<file path="config.mk">
export PLATFORM = sky130hd
export DESIGN_NAME = alsu_cmp_scheduler
export DESIGN_NICKNAME = d
export VERILOG_FILES = /design/src/rtl/alsu_cmp_scheduler_pkg.sv /design/src/rtl/alsu_cmp_scheduler_rr_arb2.sv /design/src/rtl/alsu_cmp_scheduler.sv
export SDC_FILE = /design/constraint.sdc
export NUM_CORES = 1
export LEC_CHECK = 0
export CAP_MARGIN = 10
export CORE_MARGIN = 5
export CORE_UTILIZATION = 53
export CTS_CLUSTER_DIAMETER = 80
export DETAILED_ROUTE_END_ITERATION = 6
export DONT_BUFFER_PORTS = 1
export GPL_ROUTABILITY_DRIVEN = 0
export PLACE_DENSITY = 0.68
export SYNTH_ARGS = -nofsm -noshare
export SYNTH_HDL_FRONTEND = slang
export SYNTH_SLANG_ARGS = --single-unit
</file>
<file path="constraint.sdc">
create_clock -name clk -period 1.6 [get_ports clk]
set_input_delay 0.24 -clock clk [delete_from_list [all_inputs] [get_ports clk]]
set_output_delay 0.24 -clock clk [all_outputs]
set_load 0.005 [all_outputs]
</file>
<file path="src/rtl/alsu_cmp_scheduler_pkg.sv">
// Shared opcode and FSM state definitions for the ALSU compare/bypass scheduler.
package alsu_cmp_scheduler_pkg;

  localparam logic [1:0] OP_PASS_A = 2'b00;
  localparam logic [1:0] OP_PASS_B = 2'b01;
  localparam logic [1:0] OP_EQ     = 2'b10;
  localparam logic [1:0] OP_SLT    = 2'b11;

  typedef enum logic [1:0] {
    ST_IDLE = 2'b00,
    ST_EXEC = 2'b01,
    ST_RESP = 2'b10
  } state_t;

endpackage

</file>
<file path="src/rtl/alsu_cmp_scheduler_rr_arb2.sv">
// Two-input round-robin arbiter: the pointed-to requester wins, otherwise the other one.
module rr_arb2 (
  input  logic [1:0] req,
  input  logic       ptr,
  output logic [1:0] gnt
);

  always_comb begin
    gnt = 2'b00;
    if (req[ptr]) begin
      gnt[ptr] = 1'b1;
    end else if (req[~ptr]) begin
      gnt[~ptr] = 1'b1;
    end
  end

endmodule

</file>
<file path="src/rtl/alsu_cmp_scheduler.sv">
// Shares one bypass/equality/SLT datapath between two requesters with round-robin grant.
//   state   | meaning
//   ST_IDLE | waiting for a request; req_ready offered combinationally
//   ST_EXEC | compute on latched operands, register result
//   ST_RESP | hold rsp_valid/rsp_data/rsp_id until rsp_ready
module alsu_cmp_scheduler
  import alsu_cmp_scheduler_pkg::*;
#(
  parameter int WIDTH = 4,
  parameter int CNT_W = 8
) (
  input  logic             clk,
  input  logic             rst,
  input  logic [1:0]       req_valid,
  output logic [1:0]       req_ready,
  input  logic [WIDTH-1:0] req0_a,
  input  logic [WIDTH-1:0] req0_b,
  input  logic [1:0]       req0_op,
  input  logic [WIDTH-1:0] req1_a,
  input  logic [WIDTH-1:0] req1_b,
  input  logic [1:0]       req1_op,
  output logic             rsp_valid,
  input  logic             rsp_ready,
  output logic [WIDTH-1:0] rsp_data,
  output logic             rsp_id,
  output logic [CNT_W-1:0] gnt_cnt0,
  output logic [CNT_W-1:0] gnt_cnt1,
  output logic             busy
);

  state_t           state_q, state_d;
  logic             rr_ptr;
  logic [1:0]       gnt;
  logic             load;
  logic [WIDTH-1:0] a_q, b_q;
  logic [1:0]       op_q;
  logic             id_q;
  logic [WIDTH-1:0] result;

  rr_arb2 u_arb (
    .req (req_valid),
    .ptr (rr_ptr),
    .gnt (gnt)
  );

  always_ff @(posedge clk or posedge rst) begin
    if (rst) begin
      state_q <= ST_IDLE;
    end else begin
      state_q <= state_d;
    end
  end

  always_comb begin
    state_d   = state_q;
    load      = 1'b0;
    req_ready = 2'b00;
    rsp_valid = 1'b0;
    busy      = 1'b1;
    case (state_q)
      ST_IDLE: begin
        busy      = 1'b0;
        req_ready = gnt;
        if (gnt != 2'b00) begin
          load    = 1'b1;
          state_d = ST_EXEC;
        end
      end
      ST_EXEC: state_d = ST_RESP;
      ST_RESP: begin
        rsp_valid = 1'b1;
        if (rsp_ready) state_d = ST_IDLE;
      end
      default: state_d = ST_IDLE;
    endcase
  end

  always_comb begin
    result = '0;
    case (op_q)
      OP_PASS_A: result    = a_q;
      OP_PASS_B: result    = b_q;
      OP_EQ:     result[0] = (a_q == b_q);
      default:   result[0] = (a_q < b_q);
    endcase
  end

  // Operands are captured only on grant so later requester changes cannot leak in.
  always_ff @(posedge clk or posedge rst) begin
    if (rst) begin
      rr_ptr   <= 1'b0;
      a_q      <= '0;
      b_q      <= '0;
      op_q     <= '0;
      id_q     <= 1'b0;
      rsp_data <= '0;
      rsp_id   <= 1'b0;
      gnt_cnt0 <= '0;
      gnt_cnt1 <= '0;
    end else begin
      if (load) begin
        a_q    <= gnt[1] ? req1_a  : req0_a;
        b_q    <= gnt[1] ? req1_b  : req0_b;
        op_q   <= gnt[1] ? req1_op : req0_op;
        id_q   <= gnt[1];
        rr_ptr <= ~gnt[1];
        if (gnt[0] && (gnt_cnt0 != {CNT_W{1'b1}})) gnt_cnt0 <= gnt_cnt0 + 1'b1;
        if (gnt[1] && (gnt_cnt1 != {CNT_W{1'b1}})) gnt_cnt1 <= gnt_cnt1 + 1'b1;
      end
      if (state_q == ST_EXEC) begin
        rsp_data <= result;
        rsp_id   <= id_q;
      end
    end
  end

endmodule

</file>
* Yosys cells after proc, flatten, opt, wreduce, memory -nomap -nowiden
Cells that the tools add are included.
** Operators by class
- Bitwise operators :: 2
- Reductions and logical operators :: 10
- $add $sub $neg :: 2
- Equal/unequal tests :: 9
- Muxes and demuxes :: 23
- Order comparisons :: 5
** Operators by type and width (count)
- $add 8x1->8 const B :: 2
- $ne 8x8->1 const B :: 2
- $mux 2 :: 6
- $mux 1 :: 10
- $mux 4 :: 2
- $pmux 2 s3 :: 1
- $pmux 3 s2 :: 1
- $reduce_and 2->1 :: 3
- $eq 2x1->1 const B :: 2
- $eq 2x2->1 const B :: 2
- $eq 4x4->1 :: 1
- $logic_and 1x1->1 :: 4
- $logic_not 2->1 :: 2
- $lt 1x2->1 const B :: 2
- $lt 4x4->1 :: 1
- $ne 2x2->1 const B :: 2
- $pmux 1 s3 :: 1
- $demux 1 s1 :: 2
- $ge 1x1->1 const B :: 2
- $not 1->1 :: 2
- $reduce_bool 2->1 :: 1
** Storage, ports and cells
- Bits in registers :: 35

* Longest topological paths before layout
Gate-level depths: netlist (run 1).
- Depth after elaboration :: 11
- Mapped depth :: 6

* Modules after synthesis
A second synthesis (run 1) with hierarchy kept.
** Unflattened totals
- Cells, all modules :: 173
- Area total of the unflattened synthesis :: 1766.7 sq um
** Modules (own cells, without submodules)
- alsu_cmp_scheduler :: times used 1, seq. area each 875.8 sq um, cells each 170, area each 1747.9 sq um
- rr_arb2 :: times used 1, seq. area each 0.0 sq um, cells each 3, area each 18.8 sq um

* Least setup slack after synthesis (run 1)
No wires, ideal clock.
- Kind :: register -> register
- Start point :: register gnt_cnt0[0]
- End point :: register gnt_cnt0[1]
- Clock period less this slack :: 1499 ps
- Data arrival time :: 1375 ps
- Stages on the path, launching flop included :: 5
- Buffers on the path :: 0
- Setup slack :: 101 ps
- Data required time :: 1475 ps
- Cells stage by stage :: dfrtp_1 -> ha_1 -> nand3_1 -> o2111ai_1 -> mux2_2
** Between the ends
- Longest elaborated chain between the ends :: 3
- Elaborated cells between the ends (all ways) :: 4
** RTL lines
- from (decl) :: RTL line alsu_cmp_scheduler.sv:26 : output logic [CNT_W-1:0] gnt_cnt0,
- from (signal assigned) :: RTL line alsu_cmp_scheduler.sv:107 : if (gnt[0] && (gnt_cnt0 != {CNT_W{1'b1}})) gnt_cnt0 <= gnt_cnt0 + 1'b1;
- parallel branches: the longest is 3 deep, another holds $add 8x1->8
Several ways; the timed one is not identified.
A chain may end at the register's enable or synchronous reset.

* Worst setup path in the final report (run 1)
- Start point :: register state_q[0]
- End point :: output req_ready[0]
** Between the ends
- Longest elaborated chain between the ends :: 2
** RTL lines
- from (decl) :: RTL line alsu_cmp_scheduler.sv:31 : state_t state_q, state_d;
- from (signal assigned) :: RTL line alsu_cmp_scheduler.sv:50 : state_q <= state_d;
- $logic_not 2->1 :: RTL line alsu_cmp_scheduler.sv:60 : case (state_q)
- $mux 2 :: RTL line alsu_cmp_scheduler.sv:60
- to (decl) :: RTL line alsu_cmp_scheduler.sv:15 : output logic [1:0] req_ready,
Every way passes these cells.

==> metrics, run 1 <==
outcome=finished, final reports clean; delay-heaviest family, CP=flip-flops; Core ar.=3310 µm²; CTS tree=done; Critical R2R Launch=gnt_cnt0[1]$_DFFE_PP0P_; post-synth top area share=48.6%; final count of negative-setup-slack endpoints=0; CP peak stage delay=0.43 ns; DR DRC count=0; register area share after synthesis=48.6%; CP Cell Sequence=nor2_4 -> nand3_2 -> inv_2; post-placement cell area=1950 µm²; die area=4670 µm²; clock tree buffer depth=2; cell taking the most area after synthesis=dfrtp_1; initial antenna violation count=0; hold crit path type=in -> reg; warnings from Yosys=0; met1 usage=21.6%; Setup crit end kind=primary output; synthesized net count=200; Period Utilization, post-route=96.3%; number of top-level pins=50; Clock Latency Late Sink=0.34 ns; overall routed net length=3860 µm; H-tree Lvls=2; r2r setup slk=0.08 ns; Post-synth EDFFs=0; global-route wire length before repair=6150 µm; overall routing resource usage=18.2%; Die Height=68.3 µm; Rows=21; crit path buf inv count=1; PwrDens=1830 nW/µm²; worst hold slack=0.0210 ns; met2 Usage GRT=28.3%; register bit total from synthesis=35; Avg Synthesized Cell Area=10.7 µm²; starting density of the core=54.5%; vias in the first global route=1,351; Max FO, Critical Path=7; FILL cells=298; Layout Nets=219; Post-synth top flop=dfrtp_1; R2R cell count=4; HP Start=req0_a[1]; leading cell type in the layout, fill and taps excluded=dfrtp_1; DR pass1 iterations=4; DIE WIDTH=68.3 µm; Rel. slew slack=70.8%; most frequent cells in the layout=dfrtp_1, nand2_1, o21ai_0, buf_4; Synth area leaders=dfrtp_1, nand2_1, mux2i_1; Crit path depth=3; post-route cell area=2070 µm²; Cells on Worst Hold Path=2; ant diodes=0; FMAX=0.649 GHz; DR vias=1,325; grt peak-use layer=met2; met3 Use GR=8.05%; CP Launch Point=state_q[0]$_DFFE_PP0P_; Clock Root Buffer=clkbuf_4; Final Skew=0.0117 ns; Max IR drop VDD=768 µV; MaxCap Viol Count=0; drt wl/cell=16.4 µm; CTS Buf Count=5; DRT iter0 DRCs=66; startpoint types=flip-flop; Cells after Synth=169; Synth async-reset ratio=100%; Vias/cell=5.64; share of layout cells above drive strength 1=23.3%; Crit-path slowest cell=dfrtp_1; Worst Max-Slew Pin Slew=0.434 ns; total gr overflow=0; Slew Limit Fails=0; leakage=1.00 nW; unique cell type count in the Yosys netlist=41; P&R area growth vs syn=14.9%; WP data required=1.36 ns; hpwl dp=3020 µm; I/O Buffers=0; Final min period=1.54 ns; Netlist Area Pre-Place=1800 µm²; largest net degree at the start of global routing=27; antenna-violating nets left=0; Num Clock Sinks=35; WS Path Type=reg -> out; Critical Path AT=1.30 ns; final hold vios=0; Clk pin slew, worst setup/hold paths=0.11 ns
-- cell families after synthesis --
logic type / count (synthesis) / synth area share [%]
simple gates: 59 / 19.8
flops: 35 / 48.6
compound gates: 28 / 9.16
mux: 18 / 11.0
buf+inv: 16 / 3.96
xor+xnor: 7 / 3.40
fa+ha+maj: 6 / 4.16
-- through the flow --
stage                     worst slack, ns  std cells  setup TNS (ns)  utilization [%]  power (mW)
final                              0.0599        235               0             62.6        3.79
after CTS                          0.0259        234               0             62.0        3.80
after global routing             -0.00903        235        -0.00903             62.6        4.10
after detailed placement           0.0405        224               0             58.8        3.12
after floorplan                     0.101        169               0                -        2.62
after global placement             0.0993        224               0             58.8        3.03
-- flip-flops by register name (all words and copies together), names as in the netlist --
| name | cells |
|---|---|
| state_q | 2 |
| rsp_id | 1 |
| rr_ptr | 1 |
| id_q | 1 |
| gnt_cnt1 | 8 |
| rsp_data | 4 |
| gnt_cnt0 | 8 |
| op_q | 2 |
| b_q | 4 |
| a_q | 4 |
-- layer usage --
layer / wire length, µm / up-vias
met4: 108 / 0
met5: 0 / -
met3: 377 / 14
met1: 1580 / 623
met2: 1790 / 55
li1: - / 633
-- power breakdown --
group	total (mW)	internal (mW)	switching [mW]
clock network	0.659	0.369	0.290
logic	1.57	0.719	0.849
registers	1.57	1.24	0.326
-- cell usage after synthesis (2+ instances only) --
cell type,instances
dfrtp_1,35
a22oi_1,6
nand4_2,2
xnor2_1,3
nor3_1,4
nand3_1,3
a21oi_1,4
mux2_2,5
ha_1,6
nand2_1,29
mux2i_1,10
mux2_4,2
o21ai_0,14
xor2_1,4
inv_1,11
nand4_1,4
clkbuf_1,2
nand2b_1,2
-- final cells by class --
cell class	count	area [µm²]	area share, %
clock buffers	6	51.3	2.48
inverters	12	47.5	2.29
clock inverters	2	35.0	1.69
flip-flops and latches	35	876	42.3
well taps	46	57.6	2.78
multi-input cells	118	867	41.8
repair buffers	16	138	6.64
-- path summary, 6_finish.rpt --
kind / to
min in group asynchronous: rsp_data[2]$_DFFE_PP0N_
min reg2reg: id_q$_DFFE_PP0P_
max reg2reg: gnt_cnt0[1]$_DFFE_PP0P_
max in group asynchronous: gnt_cnt0[7]$_DFFE_PP0P_
min: a_q[1]$_DFFE_PP0P_
max: req_ready[0]
-- timing repair --
| action | in CTS | in global routing |
|---|---|---|
| pin swaps | 0 | 3 |
| hold buffers | 2 | 0 |
| buffers inserted | 0 | 1 |
| endpoints found under the setup margin | 1 | 6 |
| resized for setup | 1 | 2 |
| hold endpoints to repair | 10 | 0 |
(Power assumes the default switching activity.)
==> run 2: changes to the inputs <==
--- a/config.mk
+++ b/config.mk
@@ -7,12 +7,12 @@
 export LEC_CHECK = 0
 export CAP_MARGIN = 10
 export CORE_MARGIN = 5
-export CORE_UTILIZATION = 53
+export CORE_UTILIZATION = 40
 export CTS_CLUSTER_DIAMETER = 80
 export DETAILED_ROUTE_END_ITERATION = 6
 export DONT_BUFFER_PORTS = 1
 export GPL_ROUTABILITY_DRIVEN = 0
-export PLACE_DENSITY = 0.68
+export HOLD_SLACK_MARGIN = 0.05
 export SYNTH_ARGS = -nofsm -noshare
 export SYNTH_HDL_FRONTEND = slang
 export SYNTH_SLANG_ARGS = --single-unit
==> run 2 against run 1 <==
  * First-iteration DRC count is 7.6% lower
  * Via count is 1.7% lower
  * Clock-buffer cell count is 1 higher
==> metrics, run 2 (synthesized netlist as in run 1, its figures left out) <==
fin cells=242 (was 235); biggest regs=gnt_cnt0 x8, gnt_cnt1 x8 (unchanged); Rel. slew slack=70.9% (was 70.8%); hold crit path type=in -> reg (unchanged); Reg power frac=42.6% (was 41.3%); DR pass1 iterations=4 (unchanged); leading cell type in the layout, fill and taps excluded=dfrtp_1 (unchanged); hpwl dp=3040 µm (was 3020 µm); overall routing resource usage=13.9% (was 18.2%); Clk pin slew, worst setup/hold paths=0.07 ns (was 0.11 ns); Max IR drop VDD=883 µV (was 768 µV); share of layout cells above drive strength 1=23.2% (was 23.3%); Max FO, Critical Path=6 (was 7); initial antenna violation count=0 (unchanged); Die Height=77.1 µm (was 68.3 µm); WS Path Type=reg -> reg (was reg -> out); Setup crit end kind=flip-flop (was primary output); Sw Pwr=1.46 mW (about the same); PwrDens=1810 nW/µm² (was 1830 nW/µm²); internal power=2.28 mW (was 2.33 mW); number of top-level pins=50 (unchanged); clock tree buffer depth=2 (unchanged); I/O Buffers=0 (unchanged); vias in the first global route=1,323 (was 1,351); Clock Latency Late Sink=0.28 ns (was 0.34 ns); largest net degree at the start of global routing=36 (was 27); DIE WIDTH=77.1 µm (was 68.3 µm); combinational fraction of design power=41.1% (was 41.3%); H-tree Lvls=2 (unchanged); WP data required=1.77 ns (was 1.36 ns); dpl cells=230 (was 224); MaxCap Viol Count=0 (unchanged); outcome=finished, final reports clean (unchanged); post-route cell area=2070 µm² (about the same); Rows=24 (was 21); Setup WS post-layout=0.0826 ns (was 0.0599 ns); most frequent cells in the layout=dfrtp_1, nand2_1, buf_4, o21ai_0 (was dfrtp_1, nand2_1, o21ai_0, buf_4); Final min period=1.52 ns (was 1.54 ns); Reg area=876 µm² (unchanged); setup_tns=0 ns (unchanged); Critical Path AT=1.69 ns (was 1.30 ns); DR vias=1,302 (was 1,325); starting density of the core=41.4% (was 54.5%); leakage=0.997 nW (was 1.00 nW); drt wl/cell=16.3 µm (was 16.4 µm); ant diodes=0 (unchanged); switching part of the total=39.0% (was 38.6%); Vias/cell=5.38 (was 5.64); global-route wire length before repair=6590 µm (was 6150 µm); startpoint types=flip-flop (unchanged); Layout Nets=220 (was 219); P&R area growth vs syn=14.6% (was 14.9%); Core ar.=4350 µm² (was 3310 µm²); CTS tree=done (unchanged); Num Clock Sinks=35 (unchanged); Clock Root Buffer=clkbuf_8 (was clkbuf_4); FILL cells=437 (was 298); post-placement cell area=1940 µm² (was 1950 µm²); area of the multi-input gates=866 µm² (was 867 µm²); CTS Buf Count=5 (unchanged); worst hold slack=0.0752 ns (was 0.0210 ns); Final Skew=0.00411 ns (was 0.0117 ns); die area=5950 µm² (was 4670 µm²); total gr overflow=0 (unchanged); Worst Max-Slew Pin Slew=0.437 ns (was 0.434 ns); FMAX=0.659 GHz (was 0.649 GHz); Slew Limit Fails=0 (unchanged); DR DRC count=0 (unchanged); final hold vios=0 (unchanged); DP Worst Slack=0.0422 ns (was 0.0405 ns); Period Utilization, post-route=94.8% (was 96.3%); Clock Power Share=16.2% (was 17.4%); antenna-violating nets left=0 (unchanged); DRT iter0 DRCs=61 (was 66); overall routed net length=3940 µm (was 3860 µm); final count of negative-setup-slack endpoints=0 (unchanged)
[run 2: cell types whose count changed in the layout (fill, tap and decap cells not counted), sizes merged]
cell,delta
dlygate4sd3,-1
buf,+2
bufinv,-1
clkbuf,+1
[run 2: what timing repair did]
action | in CTS | in global routing
buffers inserted | 0 | 3
hold buffers | 1 | 0
endpoints found under the setup margin | 0 | 7
resized for setup | 0 | 3
hold endpoints to repair | 35 | 0
[run 2: power by group through the flow]
stage / clock network (mW) / registers, mW / logic, mW
finish: 0.608 / 1.59 / 1.54
global route: 0.675 / 1.65 / 1.75
CTS: 0.632 / 1.60 / 1.49
detailed placement: 0 / 1.62 / 1.48
global placement: 0 / 1.59 / 1.42
floorplan: 0 / 1.55 / 1.07
[run 2: layout make-up]
cell class | instances | share of cell area [%]
Clock inverter | 1 | 0.242
Tap cell | 52 | 3.15
Sequential cell | 35 | 42.4
Timing Repair Buffer | 17 | 6.30
Clock buffer | 7 | 3.69
Multi-Input combinational cell | 118 | 41.9
Inverter | 12 | 2.30
[run 2: per-stage QoR]
| step | util, % | power [mW] |
|---|---|---|
| after floorplan | - | 2.62 |
| after global placement | 44.6 | 3.02 |
| after detailed placement | 44.6 | 3.09 |
| after CTS | 46.7 | 3.72 |
| after global routing | 47.4 | 4.07 |
| final | 47.4 | 3.74 |
[run 2: final timing paths]
kind,start,end,slack [ns],cells past startpoint
hold / removal,rsp_ready,state_q[1]$_DFFE_PP0P_,0.08,1
setup / recovery,state_q[0]$_DFFE_PP0P_,gnt_cnt1[7]$_DFFE_PP0P_,0.08,4
hold reg to reg,rr_ptr$_DFFE_PP0P_,rr_ptr$_DFFE_PP0P_,0.50,2
min in group asynchronous,rst,gnt_cnt1[3]$_DFFE_PP0P_,0.49,3
setup reg to reg,state_q[0]$_DFFE_PP0P_,gnt_cnt1[7]$_DFFE_PP0P_,0.08,4
max in group asynchronous,rst,gnt_cnt0[7]$_DFFE_PP0P_,0.79,3
[run 2: critical path: stages, from the launching register on]
cell	delay (ns)
dfrtp_1	0.42
nor2_4	0.22
nand3_4	0.14
nor4_4	0.30
mux2_4	0.32
[run 2: layer usage]
layer	share of wire, %	wire (µm)	track usage [%]
met1	43	1700	17.5
met2	49	1920	21.5
met3	6.7	263	5.27
met4	1.5	59	5.15
met5	0	0	0
